## src/rtl/prm_oblgc_accum_if.sv

```systemverilog
// Obstacle voxel stream between the voxel source and prm_oblgc_accum.
// The master drives beats; the slave returns ready.
interface prm_oblgc_accum_if #(
    parameter int unsigned OBS_W = 15
) ();
    logic             obs_valid;
    logic             obs_ready;
    logic [OBS_W-1:0] obs_data;
    logic             obs_last;

    modport master (
        output obs_valid,
        output obs_data,
        output obs_last,
        input  obs_ready
    );

    modport slave (
        input  obs_valid,
        input  obs_data,
        input  obs_last,
        output obs_ready
    );
endinterface

```

## src/rtl/prm_oblgc_accum.sv

```systemverilog
// Buffers one frame of obstacle codes, presents each to the checker bank,
// and ORs the returned edge masks into a per-edge blocked bitmap.
module prm_oblgc_accum #(
    parameter int unsigned OBS_W      = 15,
    parameter int unsigned EDGE_NUM   = 16,
    parameter int unsigned FIFO_DEPTH = 4,
    parameter int unsigned CNT_W      = 16
) (
    input  logic                CLK,
    input  logic                RST_N,
    input  logic                start,
    prm_oblgc_accum_if.slave    obs,
    output logic [OBS_W-1:0]    chk_code,
    input  logic [EDGE_NUM-1:0] chk_mask,
    output logic [EDGE_NUM-1:0] blocked_mask,
    output logic [CNT_W-1:0]    obs_count,
    output logic                busy,
    output logic                done
);

    localparam int unsigned PTR_W = $clog2(FIFO_DEPTH);

    typedef enum logic [1:0] {
        StIdle,
        StRun,
        StDrain,
        StDone
    } state_e;

    state_e state_q, state_d;

    // FIFO entries carry {last, code}; pointers have one wrap bit.
    logic [OBS_W:0]   mem_q [FIFO_DEPTH];
    logic [PTR_W:0]   wr_ptr_q, wr_ptr_d;
    logic [PTR_W:0]   rd_ptr_q, rd_ptr_d;
    logic [PTR_W-1:0] wr_idx, rd_idx;
    logic             fifo_full, fifo_empty;

    logic             push, pop, clear;
    logic             last_seen_q, last_seen_d;
    logic [OBS_W-1:0] chk_code_q, chk_code_d;
    logic             chk_vld_q, chk_vld_d;
    logic             chk_last_q, chk_last_d;
    logic [EDGE_NUM-1:0] blocked_q, blocked_d;
    logic [CNT_W-1:0]    count_q, count_d;

    assign wr_idx     = wr_ptr_q[PTR_W-1:0];
    assign rd_idx     = rd_ptr_q[PTR_W-1:0];
    assign fifo_empty = (wr_ptr_q == rd_ptr_q);
    assign fifo_full  = (wr_ptr_q[PTR_W] != rd_ptr_q[PTR_W]) && (wr_idx == rd_idx);

    assign obs.obs_ready = (state_q == StRun) && !fifo_full && !last_seen_q;
    assign push          = obs.obs_valid && obs.obs_ready;
    assign pop           = (state_q == StRun) && !fifo_empty;

    // The frame ends once the registered last code has been presented, so the
    // final fold into blocked_mask lands on the edge that enters StDrain.
    always_comb begin
        state_d = state_q;
        clear   = 1'b0;
        unique case (state_q)
            StIdle: begin
                if (start) begin
                    state_d = StRun;
                    clear   = 1'b1;
                end
            end
            StRun: begin
                if (chk_vld_q && chk_last_q) begin
                    state_d = StDrain;
                end
            end
            StDrain: state_d = StDone;
            StDone:  state_d = StIdle;
            default: state_d = StIdle;
        endcase
    end

    always_comb begin
        wr_ptr_d    = wr_ptr_q;
        rd_ptr_d    = rd_ptr_q;
        last_seen_d = last_seen_q;
        chk_code_d  = chk_code_q;
        chk_vld_d   = pop;
        chk_last_d  = 1'b0;
        if (clear) begin
            last_seen_d = 1'b0;
        end else if (push && obs.obs_last) begin
            last_seen_d = 1'b1;
        end
        if (push) begin
            wr_ptr_d = wr_ptr_q + (PTR_W + 1)'(1);
        end
        if (pop) begin
            rd_ptr_d   = rd_ptr_q + (PTR_W + 1)'(1);
            chk_code_d = mem_q[rd_idx][OBS_W-1:0];
            chk_last_d = mem_q[rd_idx][OBS_W];
        end
    end

    always_comb begin
        blocked_d = blocked_q;
        count_d   = count_q;
        if (clear) begin
            blocked_d = '0;
            count_d   = '0;
        end else if (chk_vld_q) begin
            blocked_d = blocked_q | chk_mask;
            if (count_q != {CNT_W{1'b1}}) begin
                count_d = count_q + CNT_W'(1);
            end
        end
    end

    always_ff @(posedge CLK) begin
        if (!RST_N) begin
            state_q     <= StIdle;
            wr_ptr_q    <= '0;
            rd_ptr_q    <= '0;
            last_seen_q <= 1'b0;
            chk_code_q  <= '0;
            chk_vld_q   <= 1'b0;
            chk_last_q  <= 1'b0;
            blocked_q   <= '0;
            count_q     <= '0;
        end else begin
            state_q     <= state_d;
            wr_ptr_q    <= wr_ptr_d;
            rd_ptr_q    <= rd_ptr_d;
            last_seen_q <= last_seen_d;
            chk_code_q  <= chk_code_d;
            chk_vld_q   <= chk_vld_d;
            chk_last_q  <= chk_last_d;
            blocked_q   <= blocked_d;
            count_q     <= count_d;
        end
    end

    // Storage needs no reset: the pointers alone define validity.
    always_ff @(posedge CLK) begin
        if (push) begin
            mem_q[wr_idx] <= {obs.obs_last, obs.obs_data};
        end
    end

    assign chk_code     = chk_code_q;
    assign blocked_mask = blocked_q;
    assign obs_count    = count_q;
    assign busy         = (state_q == StRun) || (state_q == StDrain);
    assign done         = (state_q == StDone);

endmodule

```

## src/flat_wrapper.sv

```systemverilog
// flat-port wrapper written by rule: the top's interface ports become plain ports
module prm_oblgc_accum_flat 
#(
    parameter int unsigned OBS_W      = 15,
    parameter int unsigned EDGE_NUM   = 16,
    parameter int unsigned FIFO_DEPTH = 4,
    parameter int unsigned CNT_W      = 16
)
  (CLK, RST_N, start, chk_code, chk_mask, blocked_mask, obs_count, busy, done, obs_obs_valid, obs_obs_data, obs_obs_last, obs_obs_ready);
  prm_oblgc_accum_if #(.OBS_W(OBS_W)) obs_i ();
  input  logic CLK;
  input  logic RST_N;
  input  logic start;
  output logic [OBS_W-1:0] chk_code;
  input  logic [EDGE_NUM-1:0] chk_mask;
  output logic [EDGE_NUM-1:0] blocked_mask;
  output logic [CNT_W-1:0] obs_count;
  output logic busy;
  output logic done;
  input wire logic [$bits(obs_i.obs_valid)-1:0] obs_obs_valid;
  input wire logic [$bits(obs_i.obs_data)-1:0] obs_obs_data;
  input wire logic [$bits(obs_i.obs_last)-1:0] obs_obs_last;
  output wire logic [$bits(obs_i.obs_ready)-1:0] obs_obs_ready;
  assign obs_i.obs_valid = obs_obs_valid;
  assign obs_i.obs_data = obs_obs_data;
  assign obs_i.obs_last = obs_obs_last;
  assign obs_obs_ready = obs_i.obs_ready;
  prm_oblgc_accum #(.OBS_W(OBS_W), .EDGE_NUM(EDGE_NUM), .FIFO_DEPTH(FIFO_DEPTH), .CNT_W(CNT_W)) u_core (.CLK(CLK), .RST_N(RST_N), .start(start), .obs(obs_i), .chk_code(chk_code), .chk_mask(chk_mask), .blocked_mask(blocked_mask), .obs_count(obs_count), .busy(busy), .done(done));
endmodule
```

## config.mk

```make
export PLATFORM = sky130hd
export DESIGN_NAME = prm_oblgc_accum_flat
export DESIGN_NICKNAME = d
export VERILOG_FILES = /design/src/rtl/prm_oblgc_accum_if.sv /design/src/rtl/prm_oblgc_accum.sv /design/src/flat_wrapper.sv
export SDC_FILE = /design/constraint.sdc
export NUM_CORES = 1
export LEC_CHECK = 0
export ABC_AREA = 1
export ABC_CLOCK_PERIOD_IN_PS = 2150
export CAP_MARGIN = 5
export CORE_UTILIZATION = 48
export DETAILED_ROUTE_END_ITERATION = 6
export PLACE_DENSITY = 0.76
export SETUP_SLACK_MARGIN = 0.4
export SYNTH_ARGS = -nofsm -noshare
export SYNTH_HDL_FRONTEND = slang
export SYNTH_SLANG_ARGS = --single-unit
```

## constraint.sdc

```tcl
create_clock -name CLK -period 2.15 [get_ports CLK]
set_input_delay 0.5375 -clock CLK [delete_from_list [all_inputs] [get_ports CLK]]
set_output_delay 0.5375 -clock CLK [all_outputs]
set_load 0.02 [all_outputs]
```

==> reports/results.md <==
| Stage | Quantity | This run |
|:---|:---|:---|
| outcome | Status | complete, no violations |
| worst setup path | Startpoint of the worst-slack reg-to-reg timing path | u_core.state_q[1] |
| worst setup path | Crit path launch type | flip-flop |
| die | Die Height | 105.7 um |
| die | Die width | 105.7 um |
| worst setup path | Slowest cell on the critical path | sky130_fd_sc_hd__dfxtp_4 |
| synthesis | Netlist area before placement | 5157 um^2 |
| worst setup path | Cells traversed along the worst timing path | inv_4 > ha_4 > inv_2 > nor2_4 > nand2_1 > inv_1 > buf_6 |
| clocking | Level count of the clock H-tree | 4 |
| layout | Layout-stage area growth over the synthesis result | 34.50% |
| min path | Kind of path behind the tightest hold check | flip-flop to flip-flop |
| global routing | Congestion Overflow GR | 0 |
| routing | 1st-pass router iterations | 4 |
| placement | Dpl hpwl | 7217 um |
| die | Total I/O pin count | 86 |
| clocking | Hold_buf cts | 0 |
| clocking | Clock buffer count from CTS | 17 |
| clocking | Worst-case clock buffer depth | 2 |
| synthesis | Syn Area/Cell | 9.309 um^2 |
| routing | DRC marker count from the first detailed-route iteration | 224 |
| clocking | Root buffer cell | sky130_fd_sc_hd__clkbuf_8 |
| synthesis | Synthesized netlist net count | 601 |
| die | Std-Cell Core Area | 10370 um^2 |
| worst setup path | Critical Path Source | u_core.state_q[1] |
| routing | WL/cell | 14.25 um |
| sta | Final number of max-transition violations | 0 |
| global routing | Largest net degree at the start of global routing | 33 |
| placement | GPL Wtd Cong | 0.7878 |
| sta | Period minus WS final | 1.970 ns |
| placement | IO Port Bufs | 85 |
| clocking | Clock transition at path regs | 0.06 ns |
| routing | Vias | 4018 |
| worst setup path | Highest net fanout along the worst path | 3 |
| layout | ANT cells | 0 |
| worst setup path | R2R depth | 9 |
| synthesis | Count of different cell masters after synthesis | 30 |
| die | Site Rows | 37 |
| layout | Share of layout cells above drive strength 1 | 20.98% |
| worst setup path | Worst reg2reg path endpoint | u_core.mem_q[0][13] |
| worst setup path | End of the critical path | obs_obs_ready |
| routing | Via count normalized by instance count | 4.973 |
| worst setup path | Crit Path Class | flip-flop to output pin |
| pwr | Tot Pwr | 7.550 mW |
| sta | Worst-margin pin slew | 0.6310 ns |
| routing | Post-DRT Antenna Nets | 0 |
| layout | Final net count | 706 |
| worst setup path | Worst reg-to-reg setup slack | 0.47 ns |
| global routing | Global-route wire length before repair | 18530 um |
| layout | Fraction of the core area covered by cells at the end of the flow | 66.89% |
| sta | Number of endpoints with negative hold slack in the final report | 0 |
| die | Starting utilization of the core area | 49.73% |
| clocking | Number of sinks handled by clock tree synthesis | 124 |
| pwr | Power density cells | 1088 nW/um^2 |
| sta | Final count of negative-setup-slack endpoints | 0 |
| sta | RSZ-0062 raised after global routing | true |
| run | Maximum Capacitance Violations | 0 |
| sta | Total negative setup slack | 0 ns |
| worst setup path | Crit end category | output pin |
| synthesis | Synth Instances | 554 |
| sta | Fin crit share | 91.65% |
| synthesis | Flip-flop and latch count after synthesis | 124 |
| sta | Clock Skew | 0.005809 ns |
| worst setup path | Required @ worst endpoint | 1.61 ns |
| pwr | Worst IR Drop VDD | 0.4841 mV |
| global routing | All-layer global routing usage | 21.65% |
| synthesis | Part of the Yosys area used for sequential elements | 60.55% |
| global routing | Via count of the first global-routing pass | 3875 |
| sta | Maximum achievable frequency | 507.5 MHz |
| die | Die Area | 11160 um^2 |
| clocking | CTS tree | yes |
| worst setup path | Arr. time, crit path | 1.43 ns |
| routing | DRC violations left | 0 |
| sta | Max-slew headroom | 57.88% |
| global routing | Number of antenna violations at the first check in global routing | 0 |
| clocking | Source-to-sink clock delay at the later pin of the worst-skew pair | 0.52 ns |
| pwr | Leakage | 2.680 nW |
| synthesis | Ys Warns | 0 |
| routing | Total length of routed wires | 11520 um |
| worst setup path | Peak per-stage delay on the critical path | 0.36 ns |
timing repair:
action                                  in CTS  in global routing
buffers inserted                             2                  5
gates resized for setup                    138                 54
endpoints found under the setup margin      50                123
pin swaps                                    2                  8
final cells by class:
type                            instances  area (um^2)
Fill cell                             808         3433
Sequential cell                       124         3161
Multi-Input combinational cell        365         1901
Timing Repair Buffer                  106        979.7
Clock buffer                           20        425.4
Inverter                               45        177.7
Tap cell                              136        170.2
Clock inverter                         12        122.6
synthesized netlist by cell type, drive strengths merged:
master | count | share of area, %
nor2 | 131 | 9.7
nand2 | 99 | 7.5
edfxtp | 64 | 37
dfxtp | 60 | 23
o21ai | 57 | 5.5
inv | 45 | 3.3
a21oi | 34 | 4.1
clkbuf | 12 | 0.87
ha | 11 | 2.7
buf | 8 | 1.0
nand4 | 8 | 0.97
nand3 | 7 | 0.78
xnor2 | 6 | 1.0
xor2 | 5 | 0.85
nand3b | 3 | 0.51
nor3 | 2 | 0.19
a211oi | 1 | 0.15
nor3b | 1 | 0.24
flip-flops by register name (all words and copies together) (netlist names), named ones only:
| register | cells |
|---|---|
| u_core.chk_last_q | 1 |
| u_core.rd_ptr_q | 3 |
| u_core.blocked_mask | 16 |
| u_core.last_seen_q | 1 |
| u_core.chk_code | 15 |
| u_core.state_q | 2 |
| u_core.obs_count | 16 |
| u_core.mem_q | 64 |
| u_core.chk_vld_q | 1 |
| u_core.wr_ptr_q | 3 |
cell usage in the layout (no fill, tap or decap), drive strengths merged, types with 7 or more instances in the layout:
cell type,n
inv,45
ha,11
clkbuf,30
nand4,8
nand2,99
edfxtp,64
a21oi,34
nor2,131
dfxtp,60
nand3,7
clkdlybuf4s15,28
buf,33
clkdlybuf4s50,35
o21ai,57
power by group:
| part | internal (mW) | switching (mW) |
|---|---|---|
| combinational | 0.797 | 1.19 |
| sequential | 2.75 | 0.174 |
| clock | 1.64 | 1.01 |
| total | 5.18 | 2.37 |
how the worst min path moves through the flow:
| stage | startpoint | end | slack, ns | cells after the start |
|---|---|---|---|---|
| 6_report | u_core.blocked_mask[8] | u_core.blocked_mask[8] | 0.49 | 2 |
| 5_1_grt | u_core.blocked_mask[11] | u_core.blocked_mask[11] | 0.52 | 2 |
| 4_1_cts | u_core.blocked_mask[5] | u_core.blocked_mask[5] | 0.49 | 2 |
| 3_5_place_dp | u_core.blocked_mask[1] | u_core.blocked_mask[1] | 0.47 | 2 |
| 3_3_place_gp | u_core.last_seen_q | u_core.last_seen_q | 0.46 | 2 |
| 2_1_floorplan | u_core.last_seen_q | u_core.last_seen_q | 0.44 | 2 |
cell families after synthesis:
family          Yosys count  share of synthesized area (%)
simple gates            251                          19.97
flops                   124                          60.55
compound gates           92                          9.777
buf+inv                  65                          5.167
xor+xnor                 11                          1.868
fa+ha+maj                11                          2.669
worst max-delay path: cells and delay by family (launching register included):
kind / cells / cell delay (ns)
buffers and inverters: 4 / 0.28
adders and majority gates: 1 / 0.13
and+or+nand+nor: 2 / 0.13
DFF: 1 / 0.36
routing by layer:
layer,vias up,GRT usage [%],wire [um]
li1,2017,-,-
met1,1881,26.97,5118
met2,101,34.83,5718
met3,19,6.308,493
met4,0,9.821,187
met5,-,0,0
stage by stage:
| step | setup WS, ns | area (um^2) | std cells | hold WS, ns |
|---|---|---|---|---|
| floorplan | 0.4188 | 5205 | 554 | 0.4417 |
| global placement | 0.1720 | 6284 | 769 | 0.4615 |
| detailed placement | 0.1490 | 6284 | 769 | 0.4735 |
| CTS | 0.1340 | 6880 | 803 | 0.4852 |
| global route | 0.1123 | 6937 | 808 | 0.5158 |
| finish | 0.1796 | 6937 | 808 | 0.4858 |
Power figures use the tool's default switching activity.
